==> src/rtl/dram_arbiter.sv <==
// Two-port round-robin DRAM arbiter: the core and the loader share one DRAM.
// Each access holds one strobe for ACC_CYCLES cycles and then pulses done.
module dram_arbiter #(
  parameter int ACC_CYCLES = 2
) (
  input  logic        clk,
  input  logic        rst_n,
  input  logic        core_req,
  input  logic        core_we,
  input  logic [15:0] core_addr,
  input  logic [7:0]  core_wdata,
  output logic        core_gnt,
  output logic        core_done,
  output logic [7:0]  core_rdata,
  input  logic        ld_req,
  input  logic        ld_we,
  input  logic [15:0] ld_addr,
  input  logic [7:0]  ld_wdata,
  output logic        ld_gnt,
  output logic        ld_done,
  output logic [7:0]  ld_rdata,
  output logic [15:0] dram_addr,
  output logic [7:0]  dram_wdata,
  output logic        dram_read,
  output logic        dram_write,
  input  logic [7:0]  dram_rdata,
  output logic        busy,
  output logic [7:0]  core_cnt,
  output logic [7:0]  ld_cnt
);
  typedef enum logic [1:0] {IDLE = 2'd0, ACCESS = 2'd1, DONE = 2'd2} state_t;

  localparam logic [3:0] LAST_CNT = 4'(ACC_CYCLES - 1);

  function automatic logic [7:0] sat_inc(input logic [7:0] v);
    sat_inc = (v == 8'hFF) ? v : v + 8'd1;
  endfunction

  state_t      state_r, state_s;
  logic [3:0]  cnt_r, cnt_s;
  logic        win_ld_r, win_ld_s;
  logic        last_ld_r, last_ld_s;
  logic        we_r, we_s;
  logic [15:0] addr_r, addr_s;
  logic [7:0]  wdata_r, wdata_s;
  logic        core_gnt_r, core_gnt_s, ld_gnt_r, ld_gnt_s;
  logic        core_done_r, core_done_s, ld_done_r, ld_done_s;
  logic        rd_r, rd_s, wr_r, wr_s, busy_r, busy_s;
  logic [7:0]  core_rdata_r, core_rdata_s, ld_rdata_r, ld_rdata_s;
  logic [7:0]  core_cnt_r, core_cnt_s, ld_cnt_r, ld_cnt_s;
  logic        pick_ld_s, sel_we_s;

  // Loader wins when it asks alone, or on a tie when the core won last time
  assign pick_ld_s = ld_req & (~core_req | ~last_ld_r);
  assign sel_we_s  = pick_ld_s ? ld_we : core_we;

  // Next-state and next-output decode
  always_comb begin
    state_s      = state_r;
    cnt_s        = cnt_r;
    win_ld_s     = win_ld_r;
    last_ld_s    = last_ld_r;
    we_s         = we_r;
    addr_s       = addr_r;
    wdata_s      = wdata_r;
    core_gnt_s   = 1'b0;
    ld_gnt_s     = 1'b0;
    core_done_s  = 1'b0;
    ld_done_s    = 1'b0;
    rd_s         = 1'b0;
    wr_s         = 1'b0;
    core_rdata_s = core_rdata_r;
    ld_rdata_s   = ld_rdata_r;
    core_cnt_s   = core_cnt_r;
    ld_cnt_s     = ld_cnt_r;
    case (state_r)
      IDLE: begin
        if (core_req | ld_req) begin
          state_s    = ACCESS;
          cnt_s      = 4'd0;
          win_ld_s   = pick_ld_s;
          we_s       = sel_we_s;
          addr_s     = pick_ld_s ? ld_addr : core_addr;
          wdata_s    = pick_ld_s ? ld_wdata : core_wdata;
          core_gnt_s = ~pick_ld_s;
          ld_gnt_s   = pick_ld_s;
          rd_s       = ~sel_we_s;
          wr_s       = sel_we_s;
        end else begin
          state_s = IDLE;
        end
      end
      ACCESS: begin
        cnt_s = cnt_r + 4'd1;
        if (cnt_r == LAST_CNT) begin
          state_s      = DONE;
          core_done_s  = ~win_ld_r;
          ld_done_s    = win_ld_r;
          core_rdata_s = (~we_r & ~win_ld_r) ? dram_rdata : core_rdata_r;
          ld_rdata_s   = (~we_r & win_ld_r) ? dram_rdata : ld_rdata_r;
        end else begin
          core_gnt_s = ~win_ld_r;
          ld_gnt_s   = win_ld_r;
          rd_s       = ~we_r;
          wr_s       = we_r;
        end
      end
      DONE: begin
        state_s   = IDLE;
        last_ld_s = win_ld_r;
        if (win_ld_r) begin
          ld_cnt_s = sat_inc(ld_cnt_r);
        end else begin
          core_cnt_s = sat_inc(core_cnt_r);
        end
      end
      default: begin
        state_s = IDLE;
      end
    endcase
    busy_s = (state_s != IDLE);
  end

  // State and output registers; reset leaves the loader as last winner
  always_ff @(posedge clk) begin
    if (!rst_n) begin
      state_r      <= IDLE;
      cnt_r        <= 4'd0;
      win_ld_r     <= 1'b0;
      last_ld_r    <= 1'b1;
      we_r         <= 1'b0;
      addr_r       <= 16'd0;
      wdata_r      <= 8'd0;
      core_gnt_r   <= 1'b0;
      ld_gnt_r     <= 1'b0;
      core_done_r  <= 1'b0;
      ld_done_r    <= 1'b0;
      rd_r         <= 1'b0;
      wr_r         <= 1'b0;
      busy_r       <= 1'b0;
      core_rdata_r <= 8'd0;
      ld_rdata_r   <= 8'd0;
      core_cnt_r   <= 8'd0;
      ld_cnt_r     <= 8'd0;
    end else begin
      state_r      <= state_s;
      cnt_r        <= cnt_s;
      win_ld_r     <= win_ld_s;
      last_ld_r    <= last_ld_s;
      we_r         <= we_s;
      addr_r       <= addr_s;
      wdata_r      <= wdata_s;
      core_gnt_r   <= core_gnt_s;
      ld_gnt_r     <= ld_gnt_s;
      core_done_r  <= core_done_s;
      ld_done_r    <= ld_done_s;
      rd_r         <= rd_s;
      wr_r         <= wr_s;
      busy_r       <= busy_s;
      core_rdata_r <= core_rdata_s;
      ld_rdata_r   <= ld_rdata_s;
      core_cnt_r   <= core_cnt_s;
      ld_cnt_r     <= ld_cnt_s;
    end
  end

  assign core_gnt   = core_gnt_r;
  assign ld_gnt     = ld_gnt_r;
  assign core_done  = core_done_r;
  assign ld_done    = ld_done_r;
  assign core_rdata = core_rdata_r;
  assign ld_rdata   = ld_rdata_r;
  assign dram_addr  = addr_r;
  assign dram_wdata = wdata_r;
  assign dram_read  = rd_r;
  assign dram_write = wr_r;
  assign busy       = busy_r;
  assign core_cnt   = core_cnt_r;
  assign ld_cnt     = ld_cnt_r;

endmodule

==> config.mk <==
export PLATFORM = sky130hd
export DESIGN_NAME = dram_arbiter
export DESIGN_NICKNAME = d
export VERILOG_FILES = /design/src/rtl/dram_arbiter.sv
export SDC_FILE = /design/constraint.sdc
export NUM_CORES = 1
export LEC_CHECK = 0
export CAP_MARGIN = 20
export CORE_MARGIN = 5
export CORE_UTILIZATION = 39
export DETAILED_ROUTE_END_ITERATION = 7
export GPL_TIMING_DRIVEN = 0
export HOLD_SLACK_MARGIN = 0.03
export PLACE_DENSITY = 0.81
export RECOVER_POWER = 50
export SLEW_MARGIN = 20
export SYNTH_ARGS = -nofsm -noshare
export SYNTH_HDL_FRONTEND = slang
export SYNTH_SLANG_ARGS = --single-unit
export TNS_END_PERCENT = 50
==> constraint.sdc <==
create_clock -name clk -period 1.8 [get_ports clk]
set_clock_uncertainty 0.2 [all_clocks]
set_input_delay 0.45 -clock clk [delete_from_list [all_inputs] [get_ports clk]]
set_output_delay 0.45 -clock clk [all_outputs]
set_load 0.01 [all_outputs]
# ---- Yosys cells after proc, flatten, opt, wreduce, memory -nomap -nowiden
# Index checks and enable logic that the tools add are counted.
dict set report word_totals {
  reg_bits 72
  inputBits 62
  elab_cells 70
}
dict set report classes {
  n_addsub 3
  eq_ne 6
  n_mux 20
  bitwise 13
  n_reduce_logical 10
}
# op n
set op_table {}
lappend op_table {{$add A8 B1 Y8 const B} 2}
lappend op_table {{$eq A8 B8 Y1 const B} 2}
lappend op_table {{$mux W16} 1}
lappend op_table {{$reduce_and A3 Y1} 5}
lappend op_table {{$mux W1} 10}
lappend op_table {{$mux W8} 1}
lappend op_table {{$not A1 Y1} 8}
lappend op_table {{$pmux W1 S2} 4}
lappend op_table {{$pmux W4 S2} 1}
lappend op_table {{$add A4 B1 Y4 const B} 1}
lappend op_table {{$eq A4 B1 Y1 const B} 1}
lappend op_table {{$mux W4} 1}
lappend op_table {{$pmux W2 S2} 1}
lappend op_table {{$reduce_and A2 Y1} 2}
lappend op_table {{$reduce_bool A2 Y1} 2}
lappend op_table {{$and A1 B1 Y1} 3}
lappend op_table {{$eq A2 B1 Y1 const B} 1}
lappend op_table {{$eq A2 B2 Y1 const B} 1}
lappend op_table {{$logic_not A2 Y1} 1}
lappend op_table {{$mux W2} 1}
lappend op_table {{$ne A2 B2 Y1 const B} 1}
lappend op_table {{$or A1 B1 Y1} 2}

# ---- Depth between registers and ports, before layout
dict set report logic_depth {
  word_depth 7
  depth_mapped 7
  mapped_depth_nobuf 6
}

# ---- Worst setup path before layout
# No wires, ideal clock.
dict set report synth_timing {
  kind {flip-flop to flip-flop}
  start {register cnt_r[0]}
  end {register core_rdata_r[0] (netlist: core_rdata[0])}
  setup_time_ps 128
  arrival_time_ps 1647
  t_required_ps 1472
  slack_ps -175
  stages_incl_launch_ff 6
  path_buffers 0
  synth_period_minus_slack_ps 1975
  path_cell_list {dfxtp_1 > ha_1 > or3b_4 > nor4_4 > mux2i_1 > nor2_1}
}
dict set report synth_between {
  elab_chain_len 2
}
# item line
set synth_rtl {}
lappend synth_rtl {{start, declared} 40} ;# logic [3:0] cnt_r, cnt_s;
lappend synth_rtl {{start signal, assigned} 147} ;# cnt_r <= cnt_s;
lappend synth_rtl {{$eq A4 B1 Y1} 95} ;# if (cnt_r == LAST_CNT) begin
lappend synth_rtl {{$reduce_and A3 Y1 (no line)} --}
lappend synth_rtl {{end signal, assigned} 160} ;# core_rdata_r <= core_rdata_s;
lappend synth_rtl {{end, declared} 49} ;# logic [7:0] core_rdata_r, core_rdata_s, ld_rdata_r, ld_rdata_s;
# No other way between the ends.
# A chain may end at the register's enable or synchronous reset.

# ---- Worst setup path in the final report
dict set report layout_timing {
  start {register cnt_r[1]}
  end {register core_rdata_r[1] (netlist: core_rdata[1])}
}
# Same word-level chain as after synthesis.

==> summary.md <==
| Metric | Value |
|---|---|
| EDFF count, synth | `0` |
| Die Height | `between 90 and 100 um` |
| Total track usage | `a little under a fifth` |
| Status | `finished with violations` |
| Failing checks | `negative setup slack` |
| DRC viols | `0` |
| Yosys top cell area share | `47.43%` |
| Worst path required time | `1.84 ns` |
| Core ar. | `7647 um2` |
| Measured slew at the worst slew-check pin | `0.7493 ns` |
| Drt pass-1 iters | `4` |
| Synth cell types | `45` |
| Syn nets | `380` |
| Drt wl/cell | `16.09 um` |
| Seq/Total Area, Yosys | `47.43%` |
| Async set or reset register ratio after synthesis | `0%` |
| Crit start category | `flop` |
| CTS tree | `built` |
| Hold Buf Count CTS | `0` |
| Post-Syn Instances | `314` |
| Largest area contributor in the netlist | `dfxtp_1` |
| Largest net degree at the start of global routing | `14` |
| Flops & latches, synth | `72` |
| Commonest non-fill, non-tap cell in the layout | `dlygate4sd2_1` |
| Final-report setup violation count | `8` |
| # rows | `32` |
| Die ar. | `between 9000 and 10,000 um2` |
| Main flop type after synthesis | `dfxtp_1` |
| Final net count | `530` |
| Setup_tns | `-0.1866 ns` |
| CP top delay family | `simple AND/OR/NAND/NOR gates` |
| Clk sinks | `72` |
| Yosys warning total | `0` |
| Remaining antenna violation count | `0` |
| Tcrit/Tclk final | `101.8%` |
| Placer Congestion | `0.8172` |
| GRT overflow | `0` |
| 1st-iter DRT viols | `roughly 150` |
| Vias/cell | `5.102` |
| WP data arrival | `about 1.9 ns` |
| # port buffers | `124` |
| Die X | `98.28 um` |
| Max cap viols | `0` |
| Largest cells by area after synthesis | `dfxtp_1, mux2i_1, nor2_1` |
| Pleak | `around 2.2 nW` |
| Final Critical Period | `between 1.5 and 2 ns` |
| Initial core utilization | `39.74%` |
| Num ports | `125` |
| Final slew viol count | `0` |
| Crit-path cells | `inv_2 > ha_4 > or3b_4 > nor4_4 > buf_12 > mux2i_1 > nor2_1` |
| P&R area growth vs syn | `60.02%` |
| Share of layout cells above drive strength 1 | `between 15 and 20%` |
| PD cells | `812.3 nW/um2` |
| Reg clk slew, reported paths | `0.08 ns` |
| FMAX | `545.9 MHz` |
| Post-Syn Area | `between 3000 and 4000 um2` |
| Max IR drop VDD | `between 0.0006 and 0.0007 V` |
| WL final | `approximately 9.2 mm` |
| Slowest Stage Delay on Critical Path | `around 0.4 ns` |
| CP bufs+invs | `2` |
| Clock Root Buffer | `clkbuf_8` |
| Critical path type | `flop to flop` |
| Ant diodes | `0` |
| Clock latency on the worst-skew pair | `between 0.3 and 0.4 ns` |
| Hold WC Path Type | `input pin to flop` |
| Slew margin rel. | `49.52%` |
| Final hold viol count | `0` |
| RSZ-0062 raised after global routing | `true` |
| Critical path peak fanout | `8` |
| Crit end category | `flop` |
| Design Power | `roughly 0.0040 W` |
| Setup ws final | `-0.03199 ns` |
| Number of global-route vias before repair | `2,958` |
| Initial antenna violation count | `0` |
| Vias post-DR | `2,913` |
| Detailed placement HPWL | `6.482 mm` |
| Max Root-Sink Buffers | `2` |
| Num CTS Buffers | `9` |
| CP max stage cell | `or3b_4` |
| Most frequent cells in the layout | `dlygate4sd2_1, dfxtp_1, nor2_1` |
| Mean Syn Cell Area | `9.679 um2` |
| Fill cells | `647` |
| First-pass GRT wire length | `14.51 mm` |
| H-Tree Depth | `3` |
kinds of logic (layout without fill, tap and decap cells):
group	after synthesis	count (layout)	synth area share, %
AND/OR/NAND/NOR	105	105	17.41
flip-flops	72	72	47.43
AO/OA/AOI/OAI	55	55	12.93
multiplexers	43	43	14.16
buffers and inverters	24	179	3.252
XOR/XNOR	11	11	3.170
adder cells (fa/ha/maj)	4	4	1.647
flip-flops by register name, indices dropped and copies added (netlist names):
register	count
ld_rdata	8
core_gnt	1
win_ld_r	1
dram_write	1
core_cnt	8
core_done	1
we_r	1
last_ld_r	1
ld_done	1
dram_addr	16
cnt_r	4
ld_cnt	8
dram_read	1
state_r	2
ld_gnt	1
busy	1
dram_wdata	8
core_rdata	8
metal layers:
metal | vias up | global-route usage (%) | wire length [um]
li1 | 1419 | - | -
met1 | 1386 | 21.21 | 3607
met2 | 98 | 32.98 | 4872
met3 | 10 | 6.143 | 577
met4 | 0 | 5.882 | 129
met5 | - | 0 | 0
layout make-up:
| type | instances | area (um2) | share of cell area, % |
|---|---|---|---|
| Buffer | 20 | 162.7 | 3.344 |
| Clock buffer | 10 | 127.6 | 2.624 |
| Clock inverter | 6 | 108.9 | 2.238 |
| Inverter | 4 | 15.01 | 0.3087 |
| Multi-Input combinational cell | 218 | 1570 | 32.29 |
| Sequential cell | 72 | 1455 | 29.92 |
| Tap cell | 102 | 127.6 | 2.624 |
| Timing Repair Buffer | 139 | 1296 | 26.65 |
power breakdown:
| part | total, W | switching, W | internal [W] |
|---|---|---|---|
| combinational | 0.000717 | 0.000338 | 0.000379 |
| sequential | 0.00172 | 0.0000423 | 0.00168 |
| clock | 0.00151 | 0.000593 | 0.000919 |
| total | 0.00395 | 0.000973 | 0.00298 |
Yosys cell counts (4+ instances only):
cell type / instances
a211oi_1: 25
nand3_1: 5
buf_2: 7
dfxtp_1: 72
clkbuf_1: 13
o211ai_1: 5
nand2b_1: 4
and2_1: 6
mux2i_1: 43
xor2_1: 6
xnor2_1: 5
nor2_1: 60
ha_1: 4
o21ai_1: 4
nand2_1: 4
a21oi_1: 8
nand4_1: 4
final timing paths:
check	start	end	slack [ns]	cells past startpoint
max	cnt_r[1]	core_rdata[1]	-0.03	7
min	rst_n	last_ld_r	0.27	2
max reg2reg	cnt_r[1]	core_rdata[1]	-0.03	7
min reg2reg	dram_addr[13]	dram_addr[13]	0.30	2
repair_timing:
item	4_1_cts	5_1_grt
gates resized for setup	100	25
setup endpoints to repair	113	56
cloned	2	0
pin swaps	3	5
buffers inserted	10	3
through the flow:
stage	worst slack [ns]	hold WS [ns]	cell area, um2	util [%]	cells
detailed placement	-0.7342	0.2727	4425	57.87	540
CTS	-0.1915	0.2982	4791	62.65	568
floorplan	-0.1330	0.2353	3057	-	314
global placement	-0.6273	0.2680	4425	57.87	540
finish	-0.03199	0.2704	4863	63.60	571
global route	-0.1259	0.2711	4863	63.60	571
No activity file was read; power rests on OpenSTA's default activity.
